File: config.mk
export PLATFORM = sky130hd
export DESIGN_NAME = cnt_seq
export DESIGN_NICKNAME = d
export VERILOG_FILES = /design/src/rtl/cnt_seq_pkg.sv /design/src/rtl/cnt_seq_steps.sv /design/src/rtl/cnt_seq.sv
export SDC_FILE = /design/constraint.sdc
export NUM_CORES = 1
export LEC_CHECK = 0
export ABC_AREA = 0
export CAP_MARGIN = 20
export CORE_ASPECT_RATIO = 1.75
export CORE_UTILIZATION = 35
export CTS_BUF_LIST = sky130_fd_sc_hd__clkbuf_8
export DETAILED_ROUTE_END_ITERATION = 6
export GPL_TIMING_DRIVEN = 1
export PLACE_DENSITY = 0.66
export SLEW_MARGIN = 20
export SYNTH_ARGS = -nofsm -noshare
export SYNTH_HDL_FRONTEND = slang
export SYNTH_SLANG_ARGS = --single-unit
File: constraint.sdc
create_clock -name Clock -period 2.1 [get_ports Clock]
set_input_delay 0.42 -clock Clock [delete_from_list [all_inputs] [get_ports Clock]]
set_output_delay 0.42 -clock Clock [all_outputs]
set_load 0.05 [all_outputs]
File: src/rtl/cnt_seq_pkg.sv
// Shared types and constants for the counter command sequencer.
package cnt_seq_pkg;

   localparam int W_DEF = 8;

   typedef enum logic [1:0] {
      OP_CLEAR = 2'd0,
      OP_LOAD  = 2'd1,
      OP_UP    = 2'd2,
      OP_DOWN  = 2'd3
   } cmd_op_e;

   typedef enum logic [1:0] {
      S_IDLE = 2'd0,
      S_CLR  = 2'd1,
      S_LOAD = 2'd2,
      S_STEP = 2'd3
   } seq_state_e;

endpackage

File: src/rtl/cnt_seq_steps.sv
// Remaining-step down-counter for UP/DOWN commands; flags the final step.
module cnt_seq_steps
   import cnt_seq_pkg::*;
#(
   parameter int W = W_DEF
) (
   input  logic         Clock,
   input  logic         Reset_n,
   input  logic         load,
   input  logic         dec,
   input  logic         clr,
   input  logic [W-1:0] load_val,
   output logic         last
);

   logic [W-1:0] remaining;

   // Load N on accept, count down once per step, clear when a command is cut short.
   always_ff @(posedge Clock or negedge Reset_n) begin
      if (!Reset_n) begin
         remaining <= '0;
      end else if (clr) begin
         remaining <= '0;
      end else if (load) begin
         remaining <= load_val;
      end else if (dec && (remaining != '0)) begin
         remaining <= remaining - 1'b1;
      end
   end

   assign last = (remaining == W'(1));

endmodule

File: src/rtl/cnt_seq.sv
// Command sequencer driving an up/down counter's Reset/Enable/Load/UpDn/Data.
// Optional build macro: CNT_SEQ_SATURATE_EN (stop stepping at 0x00 / all-ones, report Sat).
module cnt_seq
   import cnt_seq_pkg::*;
#(
   parameter int W = W_DEF
) (
   input  logic         Clock,
   input  logic         Reset_n,
   input  logic         CmdValid,
   output logic         CmdReady,
   input  logic [1:0]   CmdOp,
   input  logic [W-1:0] CmdArg,
   input  logic         Abort,
   output logic         Busy,
   output logic         Done,
   output logic         Sat,
   output logic         CntReset,
   output logic         CntEnable,
   output logic         CntLoad,
   output logic         CntUpDn,
   output logic [W-1:0] CntData,
   input  logic [W-1:0] CntQ
);

   seq_state_e   state, state_nxt;
   cmd_op_e      op;
   logic         last;
   logic         rem_load, rem_dec, rem_clr;

   logic         cnt_reset_r, cnt_reset_nxt;
   logic         cnt_enable_r, cnt_enable_nxt;
   logic         cnt_load_r, cnt_load_nxt;
   logic         cnt_updn_r, cnt_updn_nxt;
   logic [W-1:0] cnt_data_r, cnt_data_nxt;
   logic         done_r, done_nxt;
   logic         sat_r, sat_nxt;
   logic         bound;

   assign op = cmd_op_e'(CmdOp);

`ifdef CNT_SEQ_SATURATE_EN
   function automatic logic at_bound(input logic up, input logic [W-1:0] q);
      return up ? (q == '1) : (q == '0);
   endfunction

   assign bound = at_bound(cnt_updn_r, CntQ);
`else
   logic unused_q;
   assign unused_q = ^CntQ;
   assign bound    = 1'b0;
`endif

   cnt_seq_steps #(.W(W)) u_steps (
      .Clock    (Clock),
      .Reset_n  (Reset_n),
      .load     (rem_load),
      .dec      (rem_dec),
      .clr      (rem_clr),
      .load_val (CmdArg),
      .last     (last)
   );

   // State register.
   always_ff @(posedge Clock or negedge Reset_n) begin
      if (!Reset_n) state <= S_IDLE;
      else          state <= state_nxt;
   end

   // Next state plus next value of every registered counter-control output.
   always_comb begin
      state_nxt      = state;
      cnt_reset_nxt  = 1'b0;
      cnt_enable_nxt = 1'b0;
      cnt_load_nxt   = 1'b0;
      cnt_updn_nxt   = cnt_updn_r;
      cnt_data_nxt   = cnt_data_r;
      done_nxt       = 1'b0;
      sat_nxt        = 1'b0;
      rem_load       = 1'b0;
      rem_dec        = 1'b0;
      rem_clr        = 1'b0;
      case (state)
         S_IDLE: begin
            if (CmdValid) begin
               case (op)
                  OP_CLEAR: begin
                     state_nxt     = S_CLR;
                     cnt_reset_nxt = 1'b1;
                  end
                  OP_LOAD: begin
                     state_nxt      = S_LOAD;
                     cnt_enable_nxt = 1'b1;
                     cnt_load_nxt   = 1'b1;
                     cnt_data_nxt   = CmdArg;
                  end
                  default: begin
                     // A zero-length step completes at once without touching the counter.
                     if (CmdArg != '0) begin
                        state_nxt      = S_STEP;
                        rem_load       = 1'b1;
                        cnt_updn_nxt   = (op == OP_UP);
                        cnt_enable_nxt = 1'b1;
                     end else begin
                        done_nxt = 1'b1;
                     end
                  end
               endcase
            end
         end
         S_CLR, S_LOAD: begin
            state_nxt = S_IDLE;
            done_nxt  = 1'b1;
         end
         S_STEP: begin
            if (bound) begin
               // Counter sits at its limit: this cycle's step is suppressed and the rest dropped.
               state_nxt = S_IDLE;
               done_nxt  = 1'b1;
               sat_nxt   = 1'b1;
               rem_clr   = 1'b1;
            end else begin
               rem_dec = 1'b1;
               if (last || Abort) begin
                  state_nxt = S_IDLE;
                  done_nxt  = 1'b1;
                  rem_clr   = Abort;
               end else begin
                  cnt_enable_nxt = 1'b1;
               end
            end
         end
         default: state_nxt = S_IDLE;
      endcase
   end

   // Registered counter controls; reset holds the counter in reset.
   always_ff @(posedge Clock or negedge Reset_n) begin
      if (!Reset_n) begin
         cnt_reset_r  <= 1'b1;
         cnt_enable_r <= 1'b0;
         cnt_load_r   <= 1'b0;
         cnt_updn_r   <= 1'b0;
         cnt_data_r   <= '0;
         done_r       <= 1'b0;
         sat_r        <= 1'b0;
      end else begin
         cnt_reset_r  <= cnt_reset_nxt;
         cnt_enable_r <= cnt_enable_nxt;
         cnt_load_r   <= cnt_load_nxt;
         cnt_updn_r   <= cnt_updn_nxt;
         cnt_data_r   <= cnt_data_nxt;
         done_r       <= done_nxt;
         sat_r        <= sat_nxt;
      end
   end

   assign CmdReady = (state == S_IDLE);
   assign Busy     = !CmdReady;
   assign Done     = done_r;
   assign CntReset = cnt_reset_r;
   assign CntLoad  = cnt_load_r;
   assign CntUpDn  = cnt_updn_r;
   assign CntData  = cnt_data_r;

`ifdef CNT_SEQ_SATURATE_EN
   assign CntEnable = (state == S_STEP) ? !bound : cnt_enable_r;
   assign Sat       = sat_r;
`else
   logic unused_sat;
   assign unused_sat = sat_r ^ bound;
   assign CntEnable  = cnt_enable_r;
   assign Sat        = 1'b0;
`endif

endmodule
==> results.json <==
{
  "status": "finished clean",
  "tritoncts_num_sinks": 23,
  "core_area_sq_mm": 0.00359,
  "vdd_ir_drop_max_uv": 751,
  "synth_nets": 150,
  "floorplan.io_pins": 38,
  "post_drt_wl_per_cell_um": 13.4,
  "antenna_cells": 0,
  "critical_path.cell_chain": "clkdlybuf4s50_1",
  "power.static_leakage_nw": 0.734,
  "grt_pass1_vias": 1093,
  "power.density_mw_per_mm2": 1450,
  "cts-root-to-sink-buffers": 2,
  "path_class": "reg -> out",
  "crit_path_end_kind": "output port",
  "r2r_setup_slack_ps": 230,
  "highest_cell_delay_on_the_worst_timing_path_ps": 780,
  "mostFrequentLayoutCells": "clkdlybuf4s50_1, dfrtp_1, buf_4",
  "power_frac_seq": 0.323,
  "post_dr_vias_cell": 5.09,
  "drv.max_cap_violation_count": 0,
  "mean_instance_size_in_the_synthesized_netlist_sq_um": 10.7,
  "place.port_buffers": 28,
  "wirelength_um": 2770,
  "worst-slew-pin-transition_ps": 503,
  "setup_repair_after_global_routing_missed_its_margin": "no",
  "ffs_latches_synth": 23,
  "number_of_failing_hold_endpoints_at_the_final_stage": 0,
  "synth_async_sr_flop_share": 1.00,
  "grt_max_degree": 15,
  "nets": 190,
  "max-slew-margin-rel": 0.656,
  "total_die_area_sq_mm": 0.00399,
  "critical_path.top_delay_family": "buffers and inverters",
  "category_of_the_worst_setup_path_launch_point": "flop",
  "synth-main-ff-cell": "dfrtp_1",
  "fp.dieW_um": 48.2,
  "final-instance-count-excl-fill": 207,
  "ys_warn_count": 0,
  "post_cts_repair_setup_buffers": 0,
  "worst_skew_pair.late_latency_ps": 270,
  "clock-skew-final_ps": 4.85,
  "floorplan.die.height_um": 82.8,
  "postRouteAntennaNets": 0,
  "fin_worst_hold_slack_ps": 456,
  "firstDrtPassIters": 4,
  "grt_use_total": 0.166,
  "reg2regPathDepth": 6,
  "period_share": 0.947,
  "clock_tree.root_cell": "clkbuf_8",
  "drc": 0,
  "layout_commonest_cell": "clkdlybuf4s50_1",
  "yosys.area.top_type": "dfrtp_1",
  "synth_edf_count": 0,
  "cts.htree.levels": 1,
  "setup_slack_ps": 112,
  "final_layout_size_suffix_gt1_frac": 0.224,
  "netlist.area_leader.share": 0.422,
  "placement_rows": 29,
  "synth_cell_type_count": 43,
  "maxSlewViolCount": 0,
  "grt_overflow_total": 0,
  "combPwrFrac": 0.566,
  "crit_path_max_fanout": 1,
  "path_buf_inv": 1,
  "place_congestion": 0.875,
  "clock.fmax_mhz": 503,
  "pwr-share-clk": 0.111,
  "pre_cts_slack_ps": -103,
  "wire_length_of_the_first_global_routing_pass_um": 4740,
  "internal-power_mw": 1.35,
  "setup_viol_count_final": 0,
  "initial_core_util": 0.363,
  "crit-reg2reg-launch": "u_steps.remaining[0]",
  "antenna_found_initial": 0,
  "cts_tree": "built",
  "tightest_hold_check_type": "in -> async",
  "totalPowerFinal_mw": 2.54,
  "postCtsHoldBufs": 0,
  "drt-initial-drc-count": 32,
  "fin_util": 0.487,
  "postSynthCellCount": 122,
  "path_clk_slew_ps": 90,
  "total_number_of_vias": 1054,
  "synth_area_leaders": "dfrtp_1, mux2_2, ha_1",
  "critical_path_arrival_ps": 1570,
  "power.switching_mw": 1.19,
  "min_period_ps": 1990,
  "critPathSlowestCell": "clkdlybuf4s50_1",
  "regToRegEndpoint": "u_steps.remaining[1]",
  "tritoncts.num_buffers": 3,
  "cts.repair.resized": 0,
  "setup.worst_path.start": "CntReset",
  "layout-area-overhead-vs-synth_pct": 34.1,
  "multi_input_comb_area_sq_um": 659,
  "yosysSeqAreaShare": 0.442,
  "dp.final_hpwl_um": 2300,
  "final.fill_count": 309,
  "sequential_cell_area_sq_um": 577,
  "place_inst": 203,
  "crit_required_ps": 1680,
  "sw_frac_of_total": 0.468,
  "syn_area_sq_mm": 0.00131
}
[power groups by stage]
stage | combinational [mW] | sequential (mW) | clock (mW)
2_1_floorplan | 0.628 | 1.17 | 0
3_3_place_gp | 1.41 | 0.812 | 0
3_5_place_dp | 1.44 | 0.826 | 0
4_1_cts | 1.45 | 0.817 | 0.289
5_1_grt | 1.55 | 0.843 | 0.312
6_report | 1.43 | 0.818 | 0.283
[how the worst max path moves through the flow]
stage | to | slack [ps] | cells after the start
after CTS | CntReset | 100 | 1
after detailed placement | u_steps.remaining[5] | -100 | 6
after global routing | CntReset | 60 | 1
after floorplan | CntData[0] | 60 | 6
after global placement | u_steps.remaining[4] | -60 | 6
final | CntReset | 110 | 1
[cell type report]
type	count	area share
multi-input cells	86	0.377
flip-flops and latches	23	0.330
clock inverters	1	0.00429
inverters	8	0.0172
well taps	46	0.0329
repair buffers	40	0.216
clock buffers	3	0.0236
[sequential cells by signal, indices dropped and copies added (netlist names)]
| signal | count |
|---|---|
| CntEnable | 1 |
| CntData | 8 |
| Done | 1 |
| state | 2 |
| CntReset | 1 |
| CntLoad | 1 |
| u_steps.remaining | 8 |
| CntUpDn | 1 |
[worst register-to-register path, stage by stage, from the launching register on]
cell and delay [ps]:
dfrtp_1 410, inv_1 90, ha_1 220, nor3b_2 200, a21boi_0 360, mux2_2 390
a21oi_1 140
[routing by layer]
metal / vias to the layer above / part of all wire / global-route usage
met1: 513 / 0.39 / 0.192
met3: 6 / 0.030 / 0.0281
li1: 515 / - / -
met5: - / 0 / 0
met2: 20 / 0.56 / 0.280
met4: 0 / 0.022 / 0.0806
[Yosys cell counts, types with 2 or more instances]
master	count
a21boi_0	2
a21oi_1	10
buf_6	2
dfrtp_1	22
ha_1	6
inv_1	8
mux2_2	9
mux2i_1	3
nand2_1	5
nor3_1	7
o21ai_0	11
or3_1	2
or4_1	2
xnor2_1	4
[per-stage QoR]
step	setup TNS (ps)	area (sq um)
2_1_floorplan	0	1310
3_3_place_gp	-496	1700
3_5_place_dp	-762	1700
4_1_cts	0	1750
5_1_grt	0	1750
6_report	0	1750
[cell families (layout without fill, tap and decap cells)]
logic type	after synthesis	after routing	share of synthesized area
XOR/XNOR	4	4	0.0268
other	1	1	0.00287
adder cells (fa/ha/maj)	6	6	0.0575
AND/OR/NAND/NOR	29	29	0.148
AO/OA/AOI/OAI	34	34	0.170
flip-flops	23	23	0.442
buffers and inverters	13	52	0.0527
multiplexers	12	12	0.101
(Power assumes the default switching activity.)
